**src/rtl/minterm_scanner.sv**
```systemverilog
// Truth-table scanner: walks x_out through every code, samples y_in after SETTLE
// wait cycles and priority-encodes the table. Optional macro: SCAN_COMPARE_EN.
module minterm_scanner #(
    parameter int N_IN   = 5,
    parameter int SETTLE = 1
) (
    input  logic                    clk,
    input  logic                    rst_n,
    input  logic                    start,
    output logic [N_IN-1:0]         x_out,
    input  logic                    y_in,
`ifdef SCAN_COMPARE_EN
    input  logic [(1<<N_IN)-1:0]    exp_table,
    output logic                    mismatch,
`endif
    output logic                    busy,
    output logic                    done,
    output logic [(1<<N_IN)-1:0]    table_out,
    output logic [N_IN:0]           ones_cnt,
    output logic [N_IN-1:0]         first_idx,
    output logic                    none
);

    localparam int TBL = 1 << N_IN;
    localparam logic [N_IN:0] LAST_IDX = (N_IN+1)'(TBL - 1);
    localparam logic [3:0] SETTLE_W = 4'(SETTLE);

    typedef enum logic [1:0] {
        IDLE   = 2'd0,
        WAIT   = 2'd1,
        SAMPLE = 2'd2,
        FINISH = 2'd3
    } state_t;

    state_t             state_q, state_d;
    logic [N_IN:0]      idx_q, idx_d;
    logic [N_IN-1:0]    x_q, x_d;
    logic [3:0]         wait_q, wait_d;
    logic [TBL-1:0]     shadow_q, shadow_d;
    logic [N_IN:0]      run_ones_q, run_ones_d;
    logic [N_IN-1:0]    run_first_q, run_first_d;
    logic               found_q, found_d;
    logic               load_res;
    logic [N_IN:0]      idx_next;

    logic [TBL-1:0]     table_q;
    logic [N_IN:0]      ones_q;
    logic [N_IN-1:0]    first_q;
    logic               none_q;

    assign idx_next = idx_q + 1'b1;

    always_comb begin
        state_d     = state_q;
        idx_d       = idx_q;
        x_d         = x_q;
        wait_d      = wait_q;
        shadow_d    = shadow_q;
        run_ones_d  = run_ones_q;
        run_first_d = run_first_q;
        found_d     = found_q;
        load_res    = 1'b0;
        case (state_q)
            IDLE: begin
                if (start) begin
                    idx_d       = '0;
                    x_d         = '0;
                    shadow_d    = '0;
                    run_ones_d  = '0;
                    run_first_d = '0;
                    found_d     = 1'b0;
                    wait_d      = SETTLE_W;
                    state_d     = (SETTLE == 0) ? SAMPLE : WAIT;
                end
            end
            WAIT: begin
                // Leaving on the last counted cycle keeps each code at exactly SETTLE+1 cycles.
                if (wait_q <= 4'd1) begin
                    wait_d  = '0;
                    state_d = SAMPLE;
                end else begin
                    wait_d = wait_q - 4'd1;
                end
            end
            SAMPLE: begin
                shadow_d[idx_q[N_IN-1:0]] = y_in;
                run_ones_d = run_ones_q + (N_IN+1)'(y_in);
                if (y_in && !found_q) begin
                    run_first_d = idx_q[N_IN-1:0];
                    found_d     = 1'b1;
                end
                if (idx_q == LAST_IDX) begin
                    load_res = 1'b1;
                    state_d  = FINISH;
                end else begin
                    idx_d   = idx_next;
                    x_d     = idx_next[N_IN-1:0];
                    wait_d  = SETTLE_W;
                    state_d = (SETTLE == 0) ? SAMPLE : WAIT;
                end
            end
            FINISH: begin
                x_d     = '0;
                state_d = IDLE;
            end
            default: state_d = IDLE;
        endcase
    end

    always_ff @(posedge clk or negedge rst_n) begin
        if (!rst_n) begin
            state_q     <= IDLE;
            idx_q       <= '0;
            x_q         <= '0;
            wait_q      <= '0;
            shadow_q    <= '0;
            run_ones_q  <= '0;
            run_first_q <= '0;
            found_q     <= 1'b0;
        end else begin
            state_q     <= state_d;
            idx_q       <= idx_d;
            x_q         <= x_d;
            wait_q      <= wait_d;
            shadow_q    <= shadow_d;
            run_ones_q  <= run_ones_d;
            run_first_q <= run_first_d;
            found_q     <= found_d;
        end
    end

    // Results take the final sample directly from the _d values so they are valid in FINISH.
    always_ff @(posedge clk or negedge rst_n) begin
        if (!rst_n) begin
            table_q <= '0;
            ones_q  <= '0;
            first_q <= '0;
            none_q  <= 1'b0;
        end else if (load_res) begin
            table_q <= shadow_d;
            ones_q  <= run_ones_d;
            first_q <= run_first_d;
            none_q  <= (run_ones_d == '0);
        end
    end

`ifdef SCAN_COMPARE_EN
    logic mismatch_q;

    always_ff @(posedge clk or negedge rst_n) begin
        if (!rst_n) begin
            mismatch_q <= 1'b0;
        end else if (load_res) begin
            mismatch_q <= (shadow_d != exp_table);
        end
    end

    assign mismatch = mismatch_q;
`endif

    assign x_out     = x_q;
    assign busy      = (state_q != IDLE);
    assign done      = (state_q == FINISH);
    assign table_out = table_q;
    assign ones_cnt  = ones_q;
    assign first_idx = first_q;
    assign none      = none_q;

endmodule

```
**config.mk**
```make
export PLATFORM = sky130hd
export DESIGN_NAME = minterm_scanner
export DESIGN_NICKNAME = d
export VERILOG_FILES = /design/src/rtl/minterm_scanner.sv
export SDC_FILE = /design/constraint.sdc
export NUM_CORES = 1
export LEC_CHECK = 0
export CORE_UTILIZATION = 50
export CTS_CLUSTER_DIAMETER = 100
export CTS_CLUSTER_SIZE = 8
export DETAILED_ROUTE_END_ITERATION = 8
export PLACE_DENSITY_LB_ADDON = 0.12
export SKIP_LAST_GASP = 1
export SLEW_MARGIN = 20
export SYNTH_ARGS = -nofsm -noshare
export SYNTH_HDL_FRONTEND = slang
export SYNTH_SLANG_ARGS = --single-unit
export TNS_END_PERCENT = 5
```
**constraint.sdc**
```tcl
create_clock -name clk -period 1.9 [get_ports clk]
set_input_delay 0.38 -clock clk [delete_from_list [all_inputs] [get_ports clk]]
set_output_delay 0.38 -clock clk [all_outputs]
set_load 0.02 [all_outputs]
```
# After elaboration in Yosys (flattened, before gate mapping)
# Cells that the tools add are included.
[word_totals]
n_memories = 0
mem_bits_ro = 0
ram_bits = 0
in_bits = 4
latchBits = 0
out_inout_bits = 51
register_bits = 105
[classes]
n_eq_ne = 8
n_addsub = 3
n_mul = 0
n_mux = 29
div_mod_pow = 0
bitwise = 0
n_shift = 0
magnitude_cmp = 3
n_reduce_logical = 14
[op_table]
columns = ["cell", "count"]
rows = [
  ["$pmux W32 S2", 1],
  ["$bwmux W32", 1],
  ["$mux W32", 1],
  ["$pmux W6 S2", 2],
  ["$mux W5", 4],
  ["$mux W6", 3],
  ["$pmux W5 S3", 1],
  ["$mux W4", 3],
  ["$pmux W4 S3", 1],
  ["$reduce_and A3 Y1", 4],
  ["$pmux W5 S2", 1],
  ["$ne A2 B2 Y1 const B", 4],
  ["$pmux W2 S4", 1],
  ["$add A6 B1 Y6", 1],
  ["$add A6 B1 Y6 const B", 1],
  ["$eq A6 B5 Y1 const B", 1],
  ["$logic_not A6 Y1", 1],
  ["$lt A5 B6 Y1 const B", 1],
  ["$mux W2", 3],
  ["$reduce_bool A3 Y1", 2],
  ["$demux W1 S5", 1],
  ["$ge A5 B1 Y1 const B", 1],
  ["$mux W1", 5],
  ["$eq A2 B2 Y1 const B", 2],
  ["other kinds (9)", 11],
]

# Longest topological paths before layout
# Gate-level depths: netlist (run 1).
[depth]
word_depth = 6
depth_mapped = 8
mapped_depth_nobuf = 6

# Worst setup path after synthesis (run 1)
# Ideal clock, no wire load.
[synth_timing]
kind = "flip-flop to flip-flop"
from = "register state_q[0]"
to = "register idx_q[2]"
n_path_buf = 1
setup_slack_ns = 0.113
synth_period_minus_slack_ns = 1.787
path_stages_with_launch = 7
arrival_time_ns = 1.666
path_cell_list = "dfrtp_1 inv_1 ha_1 mux2i_2 clkbuf_1 o21ai_0 a22o_1"
[synth_via]
elab_chain_cells = 3
elab_cells_between_ends = 7
[synth_rtl]
columns = ["item", "line_no", "text"]
rows = [
  ["from (decl)", "35", "state_t state_q, state_d;"],
  ["from (signal assigned)", "121", "state_q <= state_d;"],
  ["$eq A2 B2 Y1 / $logic_not A2 Y1 (equally long branches)", "63", "case (state_q)"],
  ["$ne A2 B2 Y1 (no source line) / $reduce_bool A2 Y1 (equally long branches)", "-", ""],
  ["$reduce_and A3 Y1 (no source line)", "-", ""],
  ["to (signal assigned)", "122", "idx_q <= idx_d;"],
  ["to (decl)", "36", "logic [N_IN:0] idx_q, idx_d;"],
]
# Parallel ways exist; a longest one is shown, timed or not.
# A chain may end at the register's enable or synchronous reset.

# Worst setup path after layout (run 1)
[layout_timing]
from = "register state_q[0]"
to = "register none_q (netlist: none)"
[layout_via]
elab_chain_cells = 3
elab_cells_between_ends = 5
[layout_rtl]
columns = ["item", "line_no", "text"]
rows = [
  ["$eq A2 B2 Y1 / $logic_not A2 Y1 (equally long branches)", "63", ""],
  ["$pmux W6 S2", "63", ""],
  ["$logic_not A6 Y1", "143", "none_q <= (run_ones_d == '0);"],
  ["to (signal assigned)", "143", ""],
  ["to (decl)", "49", "logic none_q;"],
]
# Parallel ways exist; a longest one is shown, timed or not.

==> results.json, run 1 <==
{
  "dp.cells": 631,
  "grt_max_degree": 40,
  "num_antenna_cells": 0,
  "timing.reg2reg.setup_slack_ns": 0.02,
  "syn_inst": 436,
  "n_fill_cell": 774,
  "rr_startpoint": "state_q[0]",
  "r2r-end": "none",
  "first_iter_violations": 104,
  "cpPeakStageDelay_ns": 0.38,
  "fin_crit_ns": 1.88,
  "grt_first_pass_wirelength_um": 17200,
  "rsz0062_at_grt": "true",
  "cp_cell_sequence": "inv_2, ha_4, mux2i_4, buf_4, buf_4, a21o_1, a211o_1, o31ai_2",
  "vias": 3644,
  "path_max_fanout": 5,
  "drt_pre_antenna_iters": 4,
  "clk_latency_ns": 0.37,
  "fp-row-count": 36,
  "syn_nets": 452,
  "vias_per_cell": 5.58,
  "synth_edf_count": 0,
  "ant_nets": 0,
  "finalSetupViolCount": 0,
  "synth_seq_area_share": 0.524,
  "outcome": "finished, final reports clean",
  "avgSynthCellArea_um2": 11.5,
  "clk_pin_slew_ns": 0.10,
  "fmax_mhz": 532,
  "cts.sink_count": 105,
  "worstMarginPinSlew_ns": 0.370,
  "start_util": 0.516,
  "htreeDepth": 3,
  "critPathMostFrequentCell": "buf_4",
  "clk_path_buf_depth": 2,
  "finalHoldViolations": 0,
  "fin_tns_setup_ns": 0,
  "crit_slowest_cell": "dfrtp_1",
  "async_flop_share": 1.00,
  "drt_wl_total_um": 10600,
  "rr_worst_depth": 8,
  "finClkSkew_ns": 0.00683,
  "maxSlewHeadroom": 0.754,
  "root_buffer": "clkbuf_8",
  "die_h_um": 102,
  "cts_buffers": 9,
  "die_w_um": 102,
  "fp.dieArea_mm2": 0.0104,
  "fin_nets": 531,
  "final_area_mm2": 0.00633,
  "cts_tree": "yes",
  "antenna_found_initial": 0,
  "post-dp-hpwl_um": 7240,
  "endpoint_kind": "flop",
  "final_cells": 653,
  "drv_cap": 0,
  "core_area_mm2": 0.00973,
  "gp_congestion": 0.827,
  "path_buf_inv": 3,
  "yosys_warnings": 0,
  "drive_gt1_frac": 0.250,
  "period_share": 0.989,
  "power_leakage_uw": 0.00274,
  "syn-cell-area_mm2": 0.00502,
  "port_buffers": 54,
  "grt_pass1_vias": 3571,
  "critPathTopFamily": "compound AO/OA/AOI/OAI gates",
  "cp-start-kind": "flop",
  "wire_per_inst_um": 16.2,
  "grt_usage": 0.215,
  "vdd_drop_max_mv": 0.462,
  "drc": 0,
  "boundaryPins": 55,
  "slew_violations": 0,
  "crit_type": "reg -> reg",
  "fin_hold_ws_ns": 0.461,
  "syn_to_final_growth_pct": 26.1,
  "utilization": 0.651,
  "dpl_cell_area_mm2": 0.00596,
  "synth_cell_types": 45,
  "hold_class": "in -> async",
  "arrival_ns": 2.16,
  "yosys_register_bits": 105,
  "overflow": 0,
  "p_per_area_mw_per_mm2": 691,
  "worstPathRequired_ns": 2.18,
  "synthFlopType": "dfrtp_1"
}
cell families (layout without fill, tap and decap cells):
logic type | Yosys count | in the layout | share of synthesized area
AOI/OAI and AO/OA | 83 | 83 | 0.114
xor gates and xnor gates | 3 | 3 | 0.00524
adders and majority gates | 12 | 12 | 0.0299
buffers and inverters | 41 | 125 | 0.0424
DFF | 105 | 105 | 0.524
muxes | 61 | 61 | 0.132
and+or+nand+nor | 131 | 131 | 0.152
how the worst max path moves through the flow:
stage,startpoint,endpoint,slack (ns),cells after the start
6_report,state_q[0],none,0.02,8
5_1_grt,state_q[0],none,-0.06,8
4_1_cts,state_q[1],busy,-0.14,5
3_5_place_dp,y_in,ones_cnt[4],-0.39,8
3_3_place_gp,y_in,none,-0.28,7
2_1_floorplan,state_q[0],idx_q[2],0.11,6
per-layer routing:
metal	wire length, µm	track usage
met1	4740	0.266
met4	95	0.0780
met3	365	0.0438
met5	0	0
met2	5350	0.373
flip-flops by register name, indices dropped and copies added (netlist names):
signal / count
state_q: 2
run_first_q: 5
first_idx: 5
x_out: 5
ones_cnt: 6
wait_q: 4
idx_q: 6
none: 1
table_out: 32
found_q: 1
shadow_q: 32
run_ones_q: 6
where the power goes:
part           internal (µW)  total, µW  leakage, µW  switching, µW
sequential              2320       2430      0.00130            105
clock                    782       1530     0.000107            746
combinational            198        422      0.00133            224
area by class of cell:
class / instances / area, µm² / share of cell area
Inverter: 10 / 37.5 / 0.00593
Tap cell: 133 / 166 / 0.0263
Multi-Input combinational cell: 290 / 2290 / 0.362
Clock buffer: 12 / 145 / 0.0229
Clock inverter: 4 / 76.3 / 0.0121
Sequential cell: 105 / 2630 / 0.415
Timing Repair Buffer: 99 / 987 / 0.156
cell usage after synthesis, types with 4 or more instances:
master	instances	area, µm²
dfrtp_1	105	2630
nand2_1	54	203
mux2_2	40	450
nand3_1	22	110
mux2i_1	20	200
o21ai_1	15	75.1
o211ai_1	14	105
buf_2	13	65.1
o21ai_0	13	65.1
ha_1	12	150
nand4b_1	12	105
a22o_1	11	96.3
inv_1	10	37.5
clkbuf_1	9	33.8
nand2b_1	7	43.8
nor2_1	7	26.3
and4bb_2	6	75.1
nor4bb_1	6	60.1
buf_4	5	37.5
o31ai_1	5	37.5
a21o_1	4	30.0
nand4_1	4	25.0
what timing repair did:
item,in CTS,in global routing
hold buffers,1,0
pin swaps,0,1
resized for setup,2,26
setup buffers,0,5
setup endpoints to repair,42,82
endpoints found under the hold margin,20,0
per-stage QoR:
step                      total power [µW]  setup slack [ns]
after CTS                             4380            -0.139
after floorplan                       2670             0.113
after detailed placement              2860            -0.390
final                                 4380            0.0204
after global routing                  4560           -0.0650
after global placement                2830            -0.277
placed cells by master (no fill, tap or decap), types with 6 or more instances in the layout:
cell type | netlist | final
inv_1 | 10 | 8
nand2b_1 | 7 | 7
nand2_1 | 54 | 54
buf_12 | 0 | 8
a22o_1 | 11 | 11
ha_1 | 12 | 6
o21ai_0 | 13 | 13
mux2i_1 | 20 | 20
clkbuf_8 | 0 | 10
o211ai_1 | 14 | 14
nand3_1 | 22 | 21
clkdlybuf4s50_1 | 0 | 51
mux2_2 | 40 | 40
dfrtp_1 | 105 | 104
o21ai_1 | 15 | 15
and4bb_2 | 6 | 6
nor2_1 | 7 | 6
nand4b_1 | 12 | 12
buf_4 | 5 | 34
(Power assumes the default switching activity.)
==> run 2: changes to the inputs <==
Settings changed: CAP_MARGIN from default to 0.
==> results of run 2 <==
No change in the layout: final DEF, timing and power equal those of run 1.
